==> config.mk <==
export PLATFORM = sky130hd
export DESIGN_NAME = uart_rx_cfg
export DESIGN_NICKNAME = d
export VERILOG_FILES = /design/src/rtl/uart_rx_cfg.sv
export SDC_FILE = /design/constraint.sdc
export NUM_CORES = 1
export LEC_CHECK = 0
export CAP_MARGIN = 30
export CORE_ASPECT_RATIO = 0.9
export CORE_UTILIZATION = 45
export DETAILED_ROUTE_END_ITERATION = 12
export HOLD_SLACK_MARGIN = 0.02
export PLACE_DENSITY_LB_ADDON = 0.05
export SKIP_LAST_GASP = 1
export SLEW_MARGIN = 25
export SYNTH_ARGS = -nofsm -noshare
export SYNTH_HDL_FRONTEND = slang
export SYNTH_SLANG_ARGS = --single-unit
export TNS_END_PERCENT = 100
==> constraint.sdc <==
create_clock -name i_clk -period 3 [get_ports i_clk]
set_input_delay 0.75 -clock i_clk [delete_from_list [all_inputs] [get_ports i_clk]]
set_output_delay 0.75 -clock i_clk [all_outputs]
set_load 0.02 [all_outputs]
==> src/rtl/uart_rx_cfg.sv <==
// Configurable UART receiver (5..9 data bits, optional parity, 1/2 stop) with 2-of-3 majority sampling.
// Word commits one cycle after the final stop-bit tick; the held word stays stable while o_valid && !i_ready.
module uart_rx_cfg #(
  parameter int NB_DATA    = 8,
  parameter int OVERSAMPLE = 16,
  parameter int NB_STOP    = 1,
  parameter int PARITY_EN  = 0,
  parameter int PARITY_ODD = 0
) (
  input  logic               i_clk,
  input  logic               i_rst,
  input  logic               i_bit,
  input  logic               i_tick,
  input  logic               i_ready,
  output logic               o_valid,
  output logic [NB_DATA-1:0] o_data,
  output logic               o_parity_err,
  output logic               o_frame_err,
  output logic               o_break,
  output logic               o_overrun
);

  localparam int CW = $clog2(OVERSAMPLE);
  localparam int BW = $clog2(NB_DATA + 1);
  localparam logic [CW-1:0] CNT_HALF  = CW'(OVERSAMPLE / 2 - 1);
  localparam logic [CW-1:0] CNT_S0    = CW'(OVERSAMPLE - 3);
  localparam logic [CW-1:0] CNT_S1    = CW'(OVERSAMPLE - 2);
  localparam logic [CW-1:0] CNT_LAST  = CW'(OVERSAMPLE - 1);
  localparam logic [BW-1:0] DATA_LAST = BW'(NB_DATA - 1);
  localparam logic [BW-1:0] STOP_LAST = BW'(NB_STOP - 1);

  typedef enum logic [2:0] {IDLE, START, DATA, PARITY, STOP, BRK_WAIT} state_t;

  state_t             state;
  logic               rx_meta, rxs;
  logic [CW-1:0]      cnt;
  logic [BW-1:0]      bit_cnt;
  logic [NB_DATA-1:0] shreg;
  logic               samp0, samp1;
  logic               perr, ferr, stop_low, par_low;
  logic               bit_val, ferr_next, stop_low_next, par_exp, commit, brk_det;

  always_comb begin
    bit_val       = (samp0 & samp1) | (samp0 & rxs) | (samp1 & rxs);
    ferr_next     = ferr | ~bit_val;
    stop_low_next = stop_low & ~bit_val;
    par_exp       = (PARITY_ODD != 0) ? ~^shreg : ^shreg;
    commit        = i_tick && (state == STOP) && (cnt == CNT_LAST) && (bit_cnt == STOP_LAST);
    // Break: line low through data, parity and every stop bit
    brk_det       = (shreg == '0) && par_low && stop_low_next;
  end

  always_ff @(posedge i_clk) begin
    if (!i_rst) begin
      rx_meta <= 1'b1;
      rxs     <= 1'b1;
    end else begin
      rx_meta <= i_bit;
      rxs     <= rx_meta;
    end
  end

  always_ff @(posedge i_clk) begin
    if (!i_rst) begin
      state        <= IDLE;
      cnt          <= '0;
      bit_cnt      <= '0;
      shreg        <= '0;
      samp0        <= 1'b0;
      samp1        <= 1'b0;
      perr         <= 1'b0;
      ferr         <= 1'b0;
      stop_low     <= 1'b0;
      par_low      <= 1'b0;
      o_valid      <= 1'b0;
      o_data       <= '0;
      o_parity_err <= 1'b0;
      o_frame_err  <= 1'b0;
      o_break      <= 1'b0;
      o_overrun    <= 1'b0;
    end else begin
      case (state)
        IDLE: begin
          if (!rxs) begin
            state    <= START;
            cnt      <= '0;
            perr     <= 1'b0;
            ferr     <= 1'b0;
            stop_low <= 1'b1;
            par_low  <= 1'b1;
          end
        end
        START: begin
          if (i_tick) begin
            if (cnt == CNT_HALF) begin
              cnt <= '0;
              if (rxs) begin
                state <= IDLE;
              end else begin
                state   <= DATA;
                bit_cnt <= '0;
              end
            end else begin
              cnt <= cnt + 1'b1;
            end
          end
        end
        DATA, PARITY, STOP: begin
          if (i_tick) begin
            if (cnt == CNT_S0) samp0 <= rxs;
            if (cnt == CNT_S1) samp1 <= rxs;
            if (cnt == CNT_LAST) begin
              cnt <= '0;
              case (state)
                DATA: begin
                  shreg <= {bit_val, shreg[NB_DATA-1:1]};
                  if (bit_cnt == DATA_LAST) begin
                    bit_cnt <= '0;
                    state   <= (PARITY_EN != 0) ? PARITY : STOP;
                  end else begin
                    bit_cnt <= bit_cnt + 1'b1;
                  end
                end
                PARITY: begin
                  perr    <= (bit_val != par_exp);
                  par_low <= ~bit_val;
                  state   <= STOP;
                end
                default: begin
                  ferr     <= ferr_next;
                  stop_low <= stop_low_next;
                  if (bit_cnt == STOP_LAST) begin
                    state <= brk_det ? BRK_WAIT : IDLE;
                  end else begin
                    bit_cnt <= bit_cnt + 1'b1;
                  end
                end
              endcase
            end else begin
              cnt <= cnt + 1'b1;
            end
          end
        end
        BRK_WAIT: begin
          if (rxs) state <= IDLE;
        end
        default: state <= IDLE;
      endcase

      // A commit wins over a same-cycle consume; an unconsumed word is overwritten
      if (commit) begin
        o_valid   <= 1'b1;
        o_overrun <= o_valid && !i_ready;
        if (brk_det) begin
          o_data       <= '0;
          o_parity_err <= 1'b0;
          o_frame_err  <= 1'b1;
          o_break      <= 1'b1;
        end else begin
          o_data       <= shreg;
          o_parity_err <= perr;
          o_frame_err  <= ferr_next;
          o_break      <= 1'b0;
        end
      end else if (o_valid && i_ready) begin
        o_valid      <= 1'b0;
        o_parity_err <= 1'b0;
        o_frame_err  <= 1'b0;
        o_break      <= 1'b0;
        o_overrun    <= 1'b0;
      end
    end
  end

endmodule

==> reports/qor.csv <==
metric,value,unit
status,"finished, final reports clean",
PwrDens,469,nW/um^2
Num CTS Buffers,5,
Vias,1790,
"count leader, synth",dfxtp_1,
input/output buffers,17,
DIE WIDTH,74.5,microns
clk sink count,40,
gr ovfl total,0,
"Seq/Total Area, Yosys",0.376,
DIE AREA,5010,sq um
synthesized flop and latch total,40,
biggest cell delay along the critical path,0.58,ns
maxcap violations,0,
crit-path max FO,7,
RSZ-0062 raised after global routing,no,
Least-Margin Pin Slew,0.647,ns
Hold WC Path Type,reg -> reg,
internal power,0.854,mW
Most common cell on crit path,o21a_1,
Achievable Freq,0.466,GHz
Initial DRT Pass Iterations,4,
Sw Share,0.264,
CTS HTree Levels,2,
Synth Area in XOR/XNOR,0.0206,
combinational fraction of design power,0.129,
final wirelength,4490,microns
"Cell Chain, Critical Path",clkdlybuf4s50_1 > o21a_1 > o21a_1 > a31oi_1 > or4_1 > a21oi_1,
global-route wire length before repair,7740,microns
Post-synth top cells,"dfxtp_1, a21oi_1, nand2_1",
Yosys warning total,0,
Reg power frac,0.480,
Routed WL per cell,13.3,microns
core footprint,4490,sq um
Sw Pwr,0.307,mW
Post-Syn Area,2130,sq um
skew final,0.0108,ns
Starting DRT DRC Count,126,
CTS root buffer,clkbuf_8,
Yosys top cell by area,dfxtp_1,
final period utilization,0.716,
post-synth top area share,0.376,
adder-cell share of the synthesized area,0.0581,
Syn-to-layout area delta,16.2,%
DRT antenna net count,0,
Post-synth EDFFs,0,
Post-synth ARST share,0,
Worst-path clk slew,0.08,ns
final hold vios,0,
worst path bufs/invs,1,
GPL Wtd Cong,0.844,
most common flop cell mapped by yosys,dfxtp_1,
"Clk Latency, worst-skew pair",0.30,ns
Worst VDD drop,263,uV
Nets,288,
Synth Area in Compound Gates,0.187,
crit path launch type,input pin,
I/O Pins,18,
Total Routing Usage GR,0.205,
Syn Nets,271,
family with the most delay on the worst path,buffers and inverters,
Leakage,0.850,nW
hold bufs inserted after CTS,0,
fin area,2480,sq um
layout cell share with drive strength beyond 1,0.102,
Slew HR,0.568,
Worst Path Required,3.23,ns
Fill cells,438,
Detailed Place HPWL,3240,microns
DRC,0,
clk buf depth,2,
post-synthesis mux area share,0.0188,
CP arrival,2.37,ns
Antenna diodes,0,
post-synthesis cell count,257,
largest net degree at the start of global routing,19,
Cell variety after synth,56,
TritonCTS clock tree,yes,
FP Rows,23,
fin. max-slew vios,0,
initial antenna violation count,0,
Critical-path top delay cell,clkdlybuf4s50_1,
kind of critical path,in -> reg,
post_cts resized,0,
initial core utilization,0.475,
Placed Area,2360,sq um
Period minus WS final,2.15,ns
vias in the first global route,1599,
largest family of logic cells by synthesized area,simple AND/OR/NAND/NOR gates,
Syn Area/Cell,8.29,sq um
die height,67.3,microns
crit end category,flop,
setup_tns,0,ns
Synth area leaders,"dfxtp_1, a21oi_1, nand3_1, ha_1, nand2_1",
clock share of power,0.391,
Final setup viols,0,
vias per inst,5.31,
Post-CTS Setup Bufs,0,
Post-Synth Simple-Gate Area,0.270,
==> per-stage QoR <==
stage	utilization	setup WS (ns)	power [mW]	std cells	hold slack, ns
6_report	0.552	0.853	1.16	337	0.411
5_1_grt	0.552	0.711	1.22	337	0.447
4_1_cts	0.552	0.867	1.17	337	0.415
3_5_place_dp	0.526	0.563	0.718	329	0.396
3_3_place_gp	0.526	0.581	0.720	329	0.390
2_1_floorplan	-	1.08	0.688	257	0.386
==> worst paths after layout <==
kind,cells after the start,end,from,slack (ns)
max reg2reg,6,cnt[3]$_SDFFE_PN0P_,cnt[0]$_SDFFE_PN0P_,0.88
min reg2reg,1,rxs$_SDFF_PN1_,rx_meta$_SDFF_PN1_,0.41
min,1,rxs$_SDFF_PN1_,rx_meta$_SDFF_PN1_,0.41
max,6,cnt[3]$_SDFFE_PN0P_,i_tick,0.85
==> layout make-up <==
type                       instances  area [sq um]  area share
multi-input combinational        184          1180       0.477
sequential                        40           801       0.323
timing repair buffer              26           238      0.0960
tap                               62          77.6      0.0313
clock buffer                       5          68.8      0.0278
inverter                          17          63.8      0.0258
clock inverter                     3          46.3      0.0187
==> power by group through the flow <==
stage / logic [mW] / clock network [mW] / registers, mW
detailed placement: 0.149 / 0 / 0.570
CTS: 0.149 / 0.462 / 0.557
finish: 0.150 / 0.454 / 0.558
floorplan: 0.133 / 0 / 0.555
global route: 0.166 / 0.491 / 0.560
global placement: 0.149 / 0 / 0.571
==> sequential cells by signal, indices dropped and copies added, names as in the netlist, 3 cells and up <==
signal	flops
state	3
bit_cnt	4
o_data	8
cnt	4
shreg	8
==> layer usage <==
metal | vias to the layer above | routed length [microns] | part of all wire | track usage
met1 | 809 | 2560 | 0.57 | 0.311
met3 | 7 | 132 | 0.029 | 0.0403
li1 | 944 | - | - | -
met4 | 0 | 68 | 0.015 | 0.0802
met5 | - | 0 | 0 | 0
met2 | 30 | 1730 | 0.38 | 0.279
==> worst register-to-register path: cells and delay by family (launching register included) <==
kind / cells / cell delay, ns
simple gates: 3 / 0.87
flops: 1 / 0.37
compound gates: 2 / 0.54
fa+ha+maj: 1 / 0.28
==> placed cells by master, fill, tap and decap left out, drive strengths merged, types with 2 or more instances in the layout <==
| cell | instances |
|---|---|
| dfxtp | 40 |
| a21oi | 31 |
| nand4 | 3 |
| nand4b | 2 |
| nand3 | 25 |
| nand2b | 6 |
| or4 | 2 |
| o21a | 3 |
| nor3b | 4 |
| nor2b | 2 |
| nor4 | 2 |
| nand2 | 27 |
| and3 | 2 |
| ha | 9 |
| nor2 | 19 |
| xnor2 | 5 |
| buf | 9 |
| or3 | 2 |
| o21ai | 5 |
| a31oi | 3 |
| nor3 | 4 |
| o211ai | 2 |
| clkbuf | 5 |
| mux2i | 4 |
| inv | 17 |
| clkdlybuf4s50 | 17 |
==> logic make-up (layout without fill, tap and decap cells) <==
family	count (synthesis)	count (layout)
DFF	40	40
adders and majority gates	10	10
muxes	4	4
xor gates and xnor gates	5	5
buffers and inverters	33	51
and+or+nand+nor	107	107
AOI/OAI and AO/OA	58	58
Note: power is estimated with default switching activity, not from simulation.
==> variant, RTL diff (same flow settings) <==
Make the reset (`i_rst`) asynchronous in 2 clocked blocks.
--- a/src/rtl/uart_rx_cfg.sv
+++ b/src/rtl/uart_rx_cfg.sv
@@ -52,3 +52,3 @@
 
-  always_ff @(posedge i_clk) begin
+  always_ff @(posedge i_clk or negedge i_rst) begin
     if (!i_rst) begin
@@ -62,3 +62,3 @@
 
-  always_ff @(posedge i_clk) begin
+  always_ff @(posedge i_clk or negedge i_rst) begin
     if (!i_rst) begin
Behaviour: no difference found for any inputs over 10 cycles, from zero or initial values and one cycle with i_rst low; that may be too few to reach the edited logic, so the function may still have changed.
==> variant against the unedited design <==
Largest cell class is now sequential cells; final area down 2.0%; worst setup slack got worse by 0.14 ns; synthesized area shrank 1.5%; routed wire length is 4.8% lower; core utilization is 0.77 points lower; sequential cell count unchanged.
Power is not compared: it rests on default switching activity, and its combinational part moved more than twofold at a synthesized area within 25%.
==> variant: results (changes against the unedited design) <==
vias 1,620 (was 1,790); largest cells by area after synthesis dfrtp_1 (45%), ha_1 (5.4%), o21ai_0 (4.5%) (was dfxtp_1 (38%), a21oi_1 (7.3%), nand3_1 (5.9%)); Slew @ Worst Pin 0.790 ns (was 0.647 ns); syn avg cell area 9.72 µm² (was 8.29 µm²); nets@finish 248 (was 288); Data buffer area share 8.25% (was 9.60%); Seq area share 41.4% (was 32.3%); Signal buffers 20 (was 26); asr flop ratio synth 100% (was 0%); mux cell area share after synthesis 1.07% (was 1.88%); fill count 397 (was 438); compound-cell area share of the yosys netlist 17.8% (was 18.7%); outcome complete, no violations (unchanged); setup slack, reg-to-reg 0.92 ns (was 0.88 ns); multi-input logic area 992 µm² (was 0.00118 mm²); HPWL after DPL 3000 µm (was 3240 µm); Design Area, Final 0.00243 mm² (was 0.00248 mm²); placed cells 288 (was 329); Tot GR Track Use 20.2% (was 20.5%); Distinct cells, synth 49 (was 56); layout cells sized above 1 11.5% (was 10.2%); Max FO, Critical Path 8 (was 7); XOR/XNOR Fraction of Synth Area 2.09% (was 2.06%); Hold Path Class in -> async (was reg -> reg); Layout clock buffers 6 (was 5); DR iter-0 viols 83 (was 126); non-filler cells, final 297 (was 337); Peak Freq 436 MHz (was 466 MHz); Synth Area in Adders 5.90% (was 5.81%); slowest stage delay, CP 0.61 ns (was 0.58 ns); Mapped Nets 230 (was 271); Final clock-cell share 3.82% (was 4.65%); Placed Area 0.00231 mm² (was 0.00236 mm²); top_reg_cell synth dfrtp_1 (was dfxtp_1); Synth top cells by count dfrtp_1 (38), nand2_1 (25), o21ai_0 (19) (was dfxtp_1 (40), a21oi_1 (31), nand2_1 (26)); vias in the first global route 1,497 (was 1,599); FF-to-FF path depth 5 (was 6); GP Congestion 0.813 (was 0.844); first-pass GRT wire length 7310 µm (was 7740 µm); hold_ws 0.353 ns (was 0.411 ns); Worst Skew 0.00293 ns (was 0.0108 ns); comb_multi_in 151 (was 184); WL/cell 14.4 µm (was 13.3 µm); Final Util 54.4% (was 55.2%); arrival time at the worst endpoint 2.50 ns (was 2.37 ns)
==> variant: logic make-up after synthesis <==
logic type | after synthesis
compound gates | 57
mux | 2
buf+inv | 25
xor+xnor | 5
flops | 40
fa+ha+maj | 10
simple gates | 77
==> variant: power groups by stage <==
stage	Sequential, W	Combinational (W)	Clock [W]
3_3_place_gp	0.000715	0.000294	0
3_5_place_dp	0.000725	0.000304	0
4_1_cts	0.000715	0.000308	0.000383
6_report	0.000715	0.000308	0.000370
2_1_floorplan	0.000681	0.000260	0
5_1_grt	0.000731	0.000357	0.000408
==> variant: worst max-delay path: cells and delay by family <==
family / cells / cell delay, ns
simple gates: 3 / 0.92
buf+inv: 1 / 0.61
compound gates: 2 / 0.22
==> variant: routing by layer <==
layer  vias up  GRT usage, %  routed length [µm]
li1        801             -                   -
met1       785          29.3                2160
met2        27          28.6                1930
met3         7          4.99                 123
met4         0          7.45                  59
met5         -             0                   0
